[config.mk]
export PLATFORM = sky130hd
export DESIGN_NAME = vehicle_detect_conditioner_flat
export DESIGN_NICKNAME = d
export VERILOG_FILES = /design/src/rtl/traffic_pkg.sv /design/src/rtl/vehicle_detect_conditioner_if.sv /design/src/rtl/detect_channel.sv /design/src/rtl/vehicle_detect_conditioner.sv /design/src/flat_wrapper.sv
export SDC_FILE = /design/constraint.sdc
export NUM_CORES = 1
export LEC_CHECK = 0
export ABC_AREA = 1
export BUFFER_PORTS_ARGS = -buffer_cell sky130_fd_sc_hd__buf_2
export CORE_AREA = 2 2 39 41
export DETAILED_ROUTE_END_ITERATION = 8
export DIE_AREA = 0 0 41 43
export PLACE_DENSITY = 0.74
export SLEW_MARGIN = 20
export SYNTH_ARGS = -nofsm -noshare
export SYNTH_HDL_FRONTEND = slang
export SYNTH_SLANG_ARGS = --single-unit
[constraint.sdc]
create_clock -name clk -period 1.1 [get_ports clk]
set_input_delay 0.11 -clock clk [delete_from_list [all_inputs] [get_ports clk]]
set_output_delay 0.11 -clock clk [all_outputs]
set_load 0.005 [all_outputs]
[src/rtl/traffic_pkg.sv]
// Shared constants and types for the traffic controller's detector conditioning stage.
package traffic_pkg;

    localparam int DEBOUNCE_CYCLES_DEF = 4;
    localparam int STUCK_CYCLES_DEF    = 64;

    typedef enum logic {
        NS = 1'b0,
        EW = 1'b1
    } approach_e;

endpackage

[src/rtl/vehicle_detect_conditioner_if.sv]
// Raw detector inputs, served pulses and conditioned presence/call/fault outputs for both approaches.
interface vehicle_detect_conditioner_if;

    logic ns_raw;
    logic ew_raw;
    logic ns_served;
    logic ew_served;
    logic ns_present;
    logic ew_present;
    logic ns_call;
    logic ew_call;
    logic ns_fault;
    logic ew_fault;

    modport master (
        output ns_raw, ew_raw, ns_served, ew_served,
        input  ns_present, ew_present, ns_call, ew_call, ns_fault, ew_fault
    );

    modport slave (
        input  ns_raw, ew_raw, ns_served, ew_served,
        output ns_present, ew_present, ns_call, ew_call, ns_fault, ew_fault
    );

endinterface

[src/rtl/detect_channel.sv]
// One approach: 2-flop synchronizer, debounce, service-call latch.
// Optional stuck-on detection with fail-safe recall when STUCK_DETECT_EN is defined.
module detect_channel
    import traffic_pkg::*;
#(
    parameter int DEBOUNCE_CYCLES = DEBOUNCE_CYCLES_DEF,
    parameter int STUCK_CYCLES    = STUCK_CYCLES_DEF
) (
    input  logic clk,
    input  logic rst,
    input  logic raw,
    input  logic served,
    output logic present,
    output logic call,
    output logic fault
);

    localparam int CW = $clog2(DEBOUNCE_CYCLES + 1);
    localparam logic [CW-1:0] CNT_LAST = CW'(DEBOUNCE_CYCLES - 1);

    if (DEBOUNCE_CYCLES < 1 || STUCK_CYCLES < 2) begin : g_bad_params
        $error("detect_channel: DEBOUNCE_CYCLES must be >= 1 and STUCK_CYCLES >= 2");
    end

    logic          s1;
    logic          s2;
    logic [CW-1:0] cnt;
    logic          rise;
    logic          force_call;

    // Presence rises on this edge exactly when the last disagreeing sample completes a 0->1 run.
    always_comb begin
        rise = s2 & ~present & (cnt == CNT_LAST);
    end

    always_ff @(posedge clk) begin
        if (rst) begin
            s1      <= 1'b0;
            s2      <= 1'b0;
            cnt     <= '0;
            present <= 1'b0;
        end else begin
            s1 <= raw;
            s2 <= s1;
            if (s2 == present) begin
                cnt <= '0;
            end else if (cnt == CNT_LAST) begin
                present <= s2;
                cnt     <= '0;
            end else begin
                cnt <= cnt + 1'b1;
            end
        end
    end

`ifdef STUCK_DETECT_EN
    localparam int SW = $clog2(STUCK_CYCLES + 1);
    localparam logic [SW-1:0] STUCK_MAX  = SW'(STUCK_CYCLES);
    localparam logic [SW-1:0] STUCK_LAST = SW'(STUCK_CYCLES - 1);

    logic [SW-1:0] stuck_cnt;

    // Fault is sticky: only reset clears it, even after presence drops.
    always_ff @(posedge clk) begin
        if (rst) begin
            stuck_cnt <= '0;
            fault     <= 1'b0;
        end else if (!present) begin
            stuck_cnt <= '0;
        end else if (stuck_cnt != STUCK_MAX) begin
            stuck_cnt <= stuck_cnt + 1'b1;
            if (stuck_cnt == STUCK_LAST) begin
                fault <= 1'b1;
            end
        end
    end

    assign force_call = fault;
`else
    assign fault      = 1'b0;
    assign force_call = 1'b0;
`endif

    // A new arrival beats a simultaneous served pulse; a faulted detector keeps recalling.
    always_ff @(posedge clk) begin
        if (rst) begin
            call <= 1'b0;
        end else if (rise || force_call) begin
            call <= 1'b1;
        end else if (served) begin
            call <= 1'b0;
        end
    end

endmodule

[src/rtl/vehicle_detect_conditioner.sv]
// Conditions raw NS/EW loop detectors into presence levels and latched service calls.
// Build option: define STUCK_DETECT_EN to enable stuck-on fault detection and fail-safe recall.
module vehicle_detect_conditioner
    import traffic_pkg::*;
#(
    parameter int DEBOUNCE_CYCLES = DEBOUNCE_CYCLES_DEF,
    parameter int STUCK_CYCLES    = STUCK_CYCLES_DEF
) (
    input  logic                          clk,
    input  logic                          rst,
    vehicle_detect_conditioner_if.slave   bus
);

    detect_channel #(
        .DEBOUNCE_CYCLES (DEBOUNCE_CYCLES),
        .STUCK_CYCLES    (STUCK_CYCLES)
    ) u_ns (
        .clk     (clk),
        .rst     (rst),
        .raw     (bus.ns_raw),
        .served  (bus.ns_served),
        .present (bus.ns_present),
        .call    (bus.ns_call),
        .fault   (bus.ns_fault)
    );

    detect_channel #(
        .DEBOUNCE_CYCLES (DEBOUNCE_CYCLES),
        .STUCK_CYCLES    (STUCK_CYCLES)
    ) u_ew (
        .clk     (clk),
        .rst     (rst),
        .raw     (bus.ew_raw),
        .served  (bus.ew_served),
        .present (bus.ew_present),
        .call    (bus.ew_call),
        .fault   (bus.ew_fault)
    );

endmodule

[src/flat_wrapper.sv]
// flat-port wrapper written by rule: the top's interface ports become plain ports
module vehicle_detect_conditioner_flat import traffic_pkg::*;
#(
    parameter int DEBOUNCE_CYCLES = DEBOUNCE_CYCLES_DEF,
    parameter int STUCK_CYCLES    = STUCK_CYCLES_DEF
)
  (clk, rst, bus_ns_raw, bus_ew_raw, bus_ns_served, bus_ew_served, bus_ns_present, bus_ew_present, bus_ns_call, bus_ew_call, bus_ns_fault, bus_ew_fault);
  vehicle_detect_conditioner_if bus_i ();
  input  logic clk;
  input  logic rst;
  input wire logic [$bits(bus_i.ns_raw)-1:0] bus_ns_raw;
  input wire logic [$bits(bus_i.ew_raw)-1:0] bus_ew_raw;
  input wire logic [$bits(bus_i.ns_served)-1:0] bus_ns_served;
  input wire logic [$bits(bus_i.ew_served)-1:0] bus_ew_served;
  output wire logic [$bits(bus_i.ns_present)-1:0] bus_ns_present;
  output wire logic [$bits(bus_i.ew_present)-1:0] bus_ew_present;
  output wire logic [$bits(bus_i.ns_call)-1:0] bus_ns_call;
  output wire logic [$bits(bus_i.ew_call)-1:0] bus_ew_call;
  output wire logic [$bits(bus_i.ns_fault)-1:0] bus_ns_fault;
  output wire logic [$bits(bus_i.ew_fault)-1:0] bus_ew_fault;
  assign bus_i.ns_raw = bus_ns_raw;
  assign bus_i.ew_raw = bus_ew_raw;
  assign bus_i.ns_served = bus_ns_served;
  assign bus_i.ew_served = bus_ew_served;
  assign bus_ns_present = bus_i.ns_present;
  assign bus_ew_present = bus_i.ew_present;
  assign bus_ns_call = bus_i.ns_call;
  assign bus_ew_call = bus_i.ew_call;
  assign bus_ns_fault = bus_i.ns_fault;
  assign bus_ew_fault = bus_i.ew_fault;
  vehicle_detect_conditioner #(.DEBOUNCE_CYCLES(DEBOUNCE_CYCLES), .STUCK_CYCLES(STUCK_CYCLES)) u_core (.clk(clk), .rst(rst), .bus(bus_i));
endmodule
==> results_tabular.tex <==
\begin{tabular}{lr}
\hline
Metric & Value \\
\hline
\multicolumn{2}{l}{\textbf{Pwr}} \\
\quad Lkg Pwr & 0.0003196 uW \\
\quad Share of power burned in the clock network & 32.7\% \\
\quad Sequential cell fraction of total power & 62.2\% \\
\quad Total power density per cell area & 1237 nW/um2 \\
\quad Int Pwr & 660.8 uW \\
\quad Switching Share & 20.92\% \\
\quad Combinational fraction of design power & 5.1\% \\
\quad Maximum vdd drop & 877.1 uV \\
\quad Total net switching power & 174.8 uW \\
\multicolumn{2}{l}{\textbf{Logic synthesis}} \\
\quad Count of state elements after synthesis & 14 \\
\quad Sequential fraction of the synthesis area & 50.45\% \\
\quad Portion of synthesized cell area occupied by the leading cell type & 50.45\% \\
\quad Largest area contributor in the netlist & sky130\_fd\_sc\_hd\_\_dfxtp\_1 \\
\quad Yosys cell types & 11 \\
\quad Most used flip-flop cell after synthesis & sky130\_fd\_sc\_hd\_\_dfxtp\_1 \\
\quad Post-synth design cell area & 555.5 um2 \\
\quad Biggest area contributors in the synthesized netlist & sky130\_fd\_sc\_hd\_\_dfxtp\_1 50\%, sky130\_fd\_sc\_hd\_\_ha\_1 14\%, sky130\_fd\_sc\_hd\_\_inv\_1 11\% \\
\quad Most common cell in the netlist & sky130\_fd\_sc\_hd\_\_inv\_1 \\
\quad EDFF count, synth & 0 \\
\quad Synth warn & 0 \\
\quad Post-synthesis cell count & 68 \\
\quad Asr flop ratio synth & 0\% \\
\quad Per-instance average area after synthesis & 8.170 um2 \\
\quad Commonest cells post-synth & 16 x sky130\_fd\_sc\_hd\_\_inv\_1, 14 x sky130\_fd\_sc\_hd\_\_dfxtp\_1, 14 x sky130\_fd\_sc\_hd\_\_nor2\_1 \\
\multicolumn{2}{l}{\textbf{Clock network}} \\
\quad Number of clock sinks & 14 \\
\quad Root buffer cell & sky130\_fd\_sc\_hd\_\_clkbuf\_4 \\
\quad TritonCTS buffer count & 3 \\
\quad Clock-pin slew reported for the worst setup and hold paths after clock tree synthesis & 70 ps \\
\quad CTS tree & done \\
\quad Maximum number of buffers from clock root to sink & 2 \\
\quad Later-pin clock latency in the skew report & 270 ps \\
\quad \# H-tree levels & 1 \\
\quad Hold buffer count at CTS & 0 \\
\multicolumn{2}{l}{\textbf{Floorplanning}} \\
\quad Die width & 41 um \\
\quad Core area & 1384 um2 \\
\quad Initial Utilization & 40.14\% \\
\quad Floorplan row count & 14 \\
\quad Floorplan die area & 1763 um2 \\
\quad Chip Height & 43 um \\
\quad Number of top-level pins & 12 \\
\multicolumn{2}{l}{\textbf{Placed design}} \\
\quad Placed inst area & 609.3 um2 \\
\quad DP Wirelength & 598.3 um \\
\quad Number of buffers added on ports & 9 \\
\quad Weighted congestion at the end of routability-driven global placement & 0.6614 \\
\multicolumn{2}{l}{\textbf{Global routing}} \\
\quad Total global routing track utilization & 11.68\% \\
\quad Overall overflow remaining after global route & 0 \\
\quad Busiest grt layer & met2 \\
\quad Global Route met1 Usage & 12.00\% \\
\quad Global routing usage on met3 & 1.571\% \\
\quad Largest net degree at the start of global routing & 8 \\
\quad GRT met2 Usage & 17.19\% \\
\quad Via count of the first global-routing pass & 368 \\
\quad Initial antenna violation count & 0 \\
\quad Wire length of the first global-routing pass & 1.311 mm \\
\multicolumn{2}{l}{\textbf{Worst setup path}} \\
\quad Worst Setup Path Type & register to register \\
\quad Critical path capture point type & register \\
\quad R2R Setup Slk & 50 ps \\
\quad Critical Path Max Stage Delay & 320 ps \\
\quad Category of the worst setup path launch point & register \\
\quad Data arrival time of the worst path & 1260 ps \\
\quad CP Max Fanout & 4 \\
\quad Data required time of the worst path & 1310 ps \\
\quad Cells traversed along the worst timing path & ha\_1 > ha\_2 > nor2\_2 > nand2\_2 > nor2\_1 \\
\quad Critical Path Slowest Stage Cell & sky130\_fd\_sc\_hd\_\_dfxtp\_1 \\
\multicolumn{2}{l}{\textbf{Route}} \\
\quad Average via count per standard cell & 4.389 \\
\quad Average detailed-routed wire length per instance & 8.432 um \\
\quad Total iterations of the first detailed-routing run & 3 \\
\quad Post-detailed-route DRC marker count & 0 \\
\quad Aggregate routed wire length & 801 um \\
\quad Final antenna-violating net count & 0 \\
\quad Number of DRC markers after the initial detailed-route iteration & 1 \\
\quad Vias & 417 \\
\multicolumn{2}{l}{\textbf{Layout}} \\
\quad Combined area of the multi-input logic cells & 240.2 um2 \\
\quad Fraction of layout instances using a drive strength above 1 & 32.91\% \\
\quad Area overhead of the layout relative to synthesis & 21.62\% \\
\quad Diode insertion count for antenna repair & 0 \\
\quad Sequential Area & 284.0 um2 \\
\quad Filler cell count in the final layout & 132 \\
\quad Post-layout net count & 93 \\
\quad Post-Layout Inst Area & 675.6 um2 \\
\multicolumn{2}{l}{\textbf{Timing}} \\
\quad Max-slew violation count & 0 \\
\quad Setup total negative slack & 0 ps \\
\quad Worst Hold Margin & 36.30 ps \\
\quad Clk\_skew & 1.456 ps \\
\quad Count of final setup violators & 0 \\
\quad Final hold viol count & 0 \\
\quad Final Critical Period & 1052 ps \\
\quad Post-route fraction of the period consumed by the critical path & 95.62\% \\
\quad Highest Clock Rate & 950.7 MHz \\
\multicolumn{2}{l}{\textbf{Run status}} \\
\quad Result of the run & finished clean \\
\multicolumn{2}{l}{\textbf{Flow run}} \\
\quad Max Cap Viol & 0 \\
\multicolumn{2}{l}{\textbf{Min path}} \\
\quad Type of the tightest min-delay check & input pin to register \\
\hline
\end{tabular}
power groups by stage:
stage | clock network (uW) | logic [uW] | registers [uW]
2_1_floorplan | 0 | 28.5 | 530
3_3_place_gp | 0 | 37.1 | 531
3_5_place_dp | 0 | 39.0 | 531
4_1_cts | 288 | 39.3 | 519
5_1_grt | 308 | 51.3 | 521
6_report | 273 | 42.3 | 520
critical path, delay by kind of cell, from the launching register on:
| family | cells | cell delay (ps) |
|---|---|---|
| flip-flops | 1 | 320 |
| adder cells (fa/ha/maj) | 2 | 400 |
| AND/OR/NAND/NOR | 3 | 270 |
what timing repair did:
action / CTS / global route
pin swaps: 1 / 4
gates resized for setup: 0 / 12
buffers inserted: 0 / 0
endpoints found under the setup margin: 2 / 7
registers in the layout (all words and copies together) (netlist names):
register	cells
u_core.u_ew.s2	1
u_core.u_ns.s2	1
u_core.u_ew.call	1
u_core.u_ns.s1	1
u_core.u_ns.call	1
u_core.u_ew.s1	1
u_core.u_ns.cnt	3
u_core.u_ew.cnt	3
u_core.u_ew.present	1
u_core.u_ns.present	1
final timing paths:
kind	start	end	cells after the start
setup / recovery	u_core.u_ns.cnt[0]	u_core.u_ns.cnt[2]	5
hold / removal	bus_ns_raw	u_core.u_ns.s1	3
setup reg to reg	u_core.u_ns.cnt[0]	u_core.u_ns.cnt[2]	5
hold reg to reg	u_core.u_ew.cnt[0]	u_core.u_ew.cnt[0]	1
cell usage in the layout, fill, tap and decap left out:
cell type / n
sky130_fd_sc_hd__nand3_1: 2
sky130_fd_sc_hd__nor2_2: 4
sky130_fd_sc_hd__nand2_1: 6
sky130_fd_sc_hd__buf_2: 9
sky130_fd_sc_hd__inv_2: 1
sky130_fd_sc_hd__a21oi_1: 4
sky130_fd_sc_hd__dfxtp_2: 3
sky130_fd_sc_hd__ha_1: 2
sky130_fd_sc_hd__nand2_2: 2
sky130_fd_sc_hd__dfxtp_1: 11
sky130_fd_sc_hd__ha_4: 2
sky130_fd_sc_hd__clkbuf_4: 3
sky130_fd_sc_hd__inv_1: 16
sky130_fd_sc_hd__nor2_1: 10
sky130_fd_sc_hd__conb_1: 2
sky130_fd_sc_hd__ha_2: 2
stage by stage:
step / cells / power, uW / utilization (%) / setup WS [ps]
3_5_place_dp: 92 / 570.2 / 44.03 / 10.15
6_report: 95 / 835.5 / 48.82 / 48.19
2_1_floorplan: 69 / 558.6 / - / 80.64
3_3_place_gp: 92 / 567.7 / 44.03 / 38.06
4_1_cts: 95 / 846.5 / 45.66 / 0.2589
5_1_grt: 95 / 880.6 / 48.82 / -0.4884
logic make-up (layout without fill, tap and decap cells):
| kind of cell | Yosys count | count (layout) | synth area share, % |
|---|---|---|---|
| AOI/OAI and AO/OA | 4 | 4 | 3.604 |
| adders and majority gates | 6 | 6 | 13.51 |
| buffers and inverters | 19 | 29 | 14.19 |
| DFF | 14 | 14 | 50.45 |
| other | 1 | 2 | 0.6750 |
| and+or+nand+nor | 24 | 24 | 17.57 |
layout make-up:
type	count	area share, %
sequential	14	42.04
multi-input combinational	36	35.56
inverter	17	9.444
timing repair buffer	9	6.667
clock buffer	3	3.333
tap	16	2.963
metal layers:
| layer | vias up | share of wire [%] |
|---|---|---|
| li1 | 219 | - |
| met1 | 182 | 41 |
| met4 | 0 | 5.2 |
| met2 | 11 | 49 |
| met5 | - | 0 |
| met3 | 5 | 5.0 |
(Power assumes the default switching activity.)
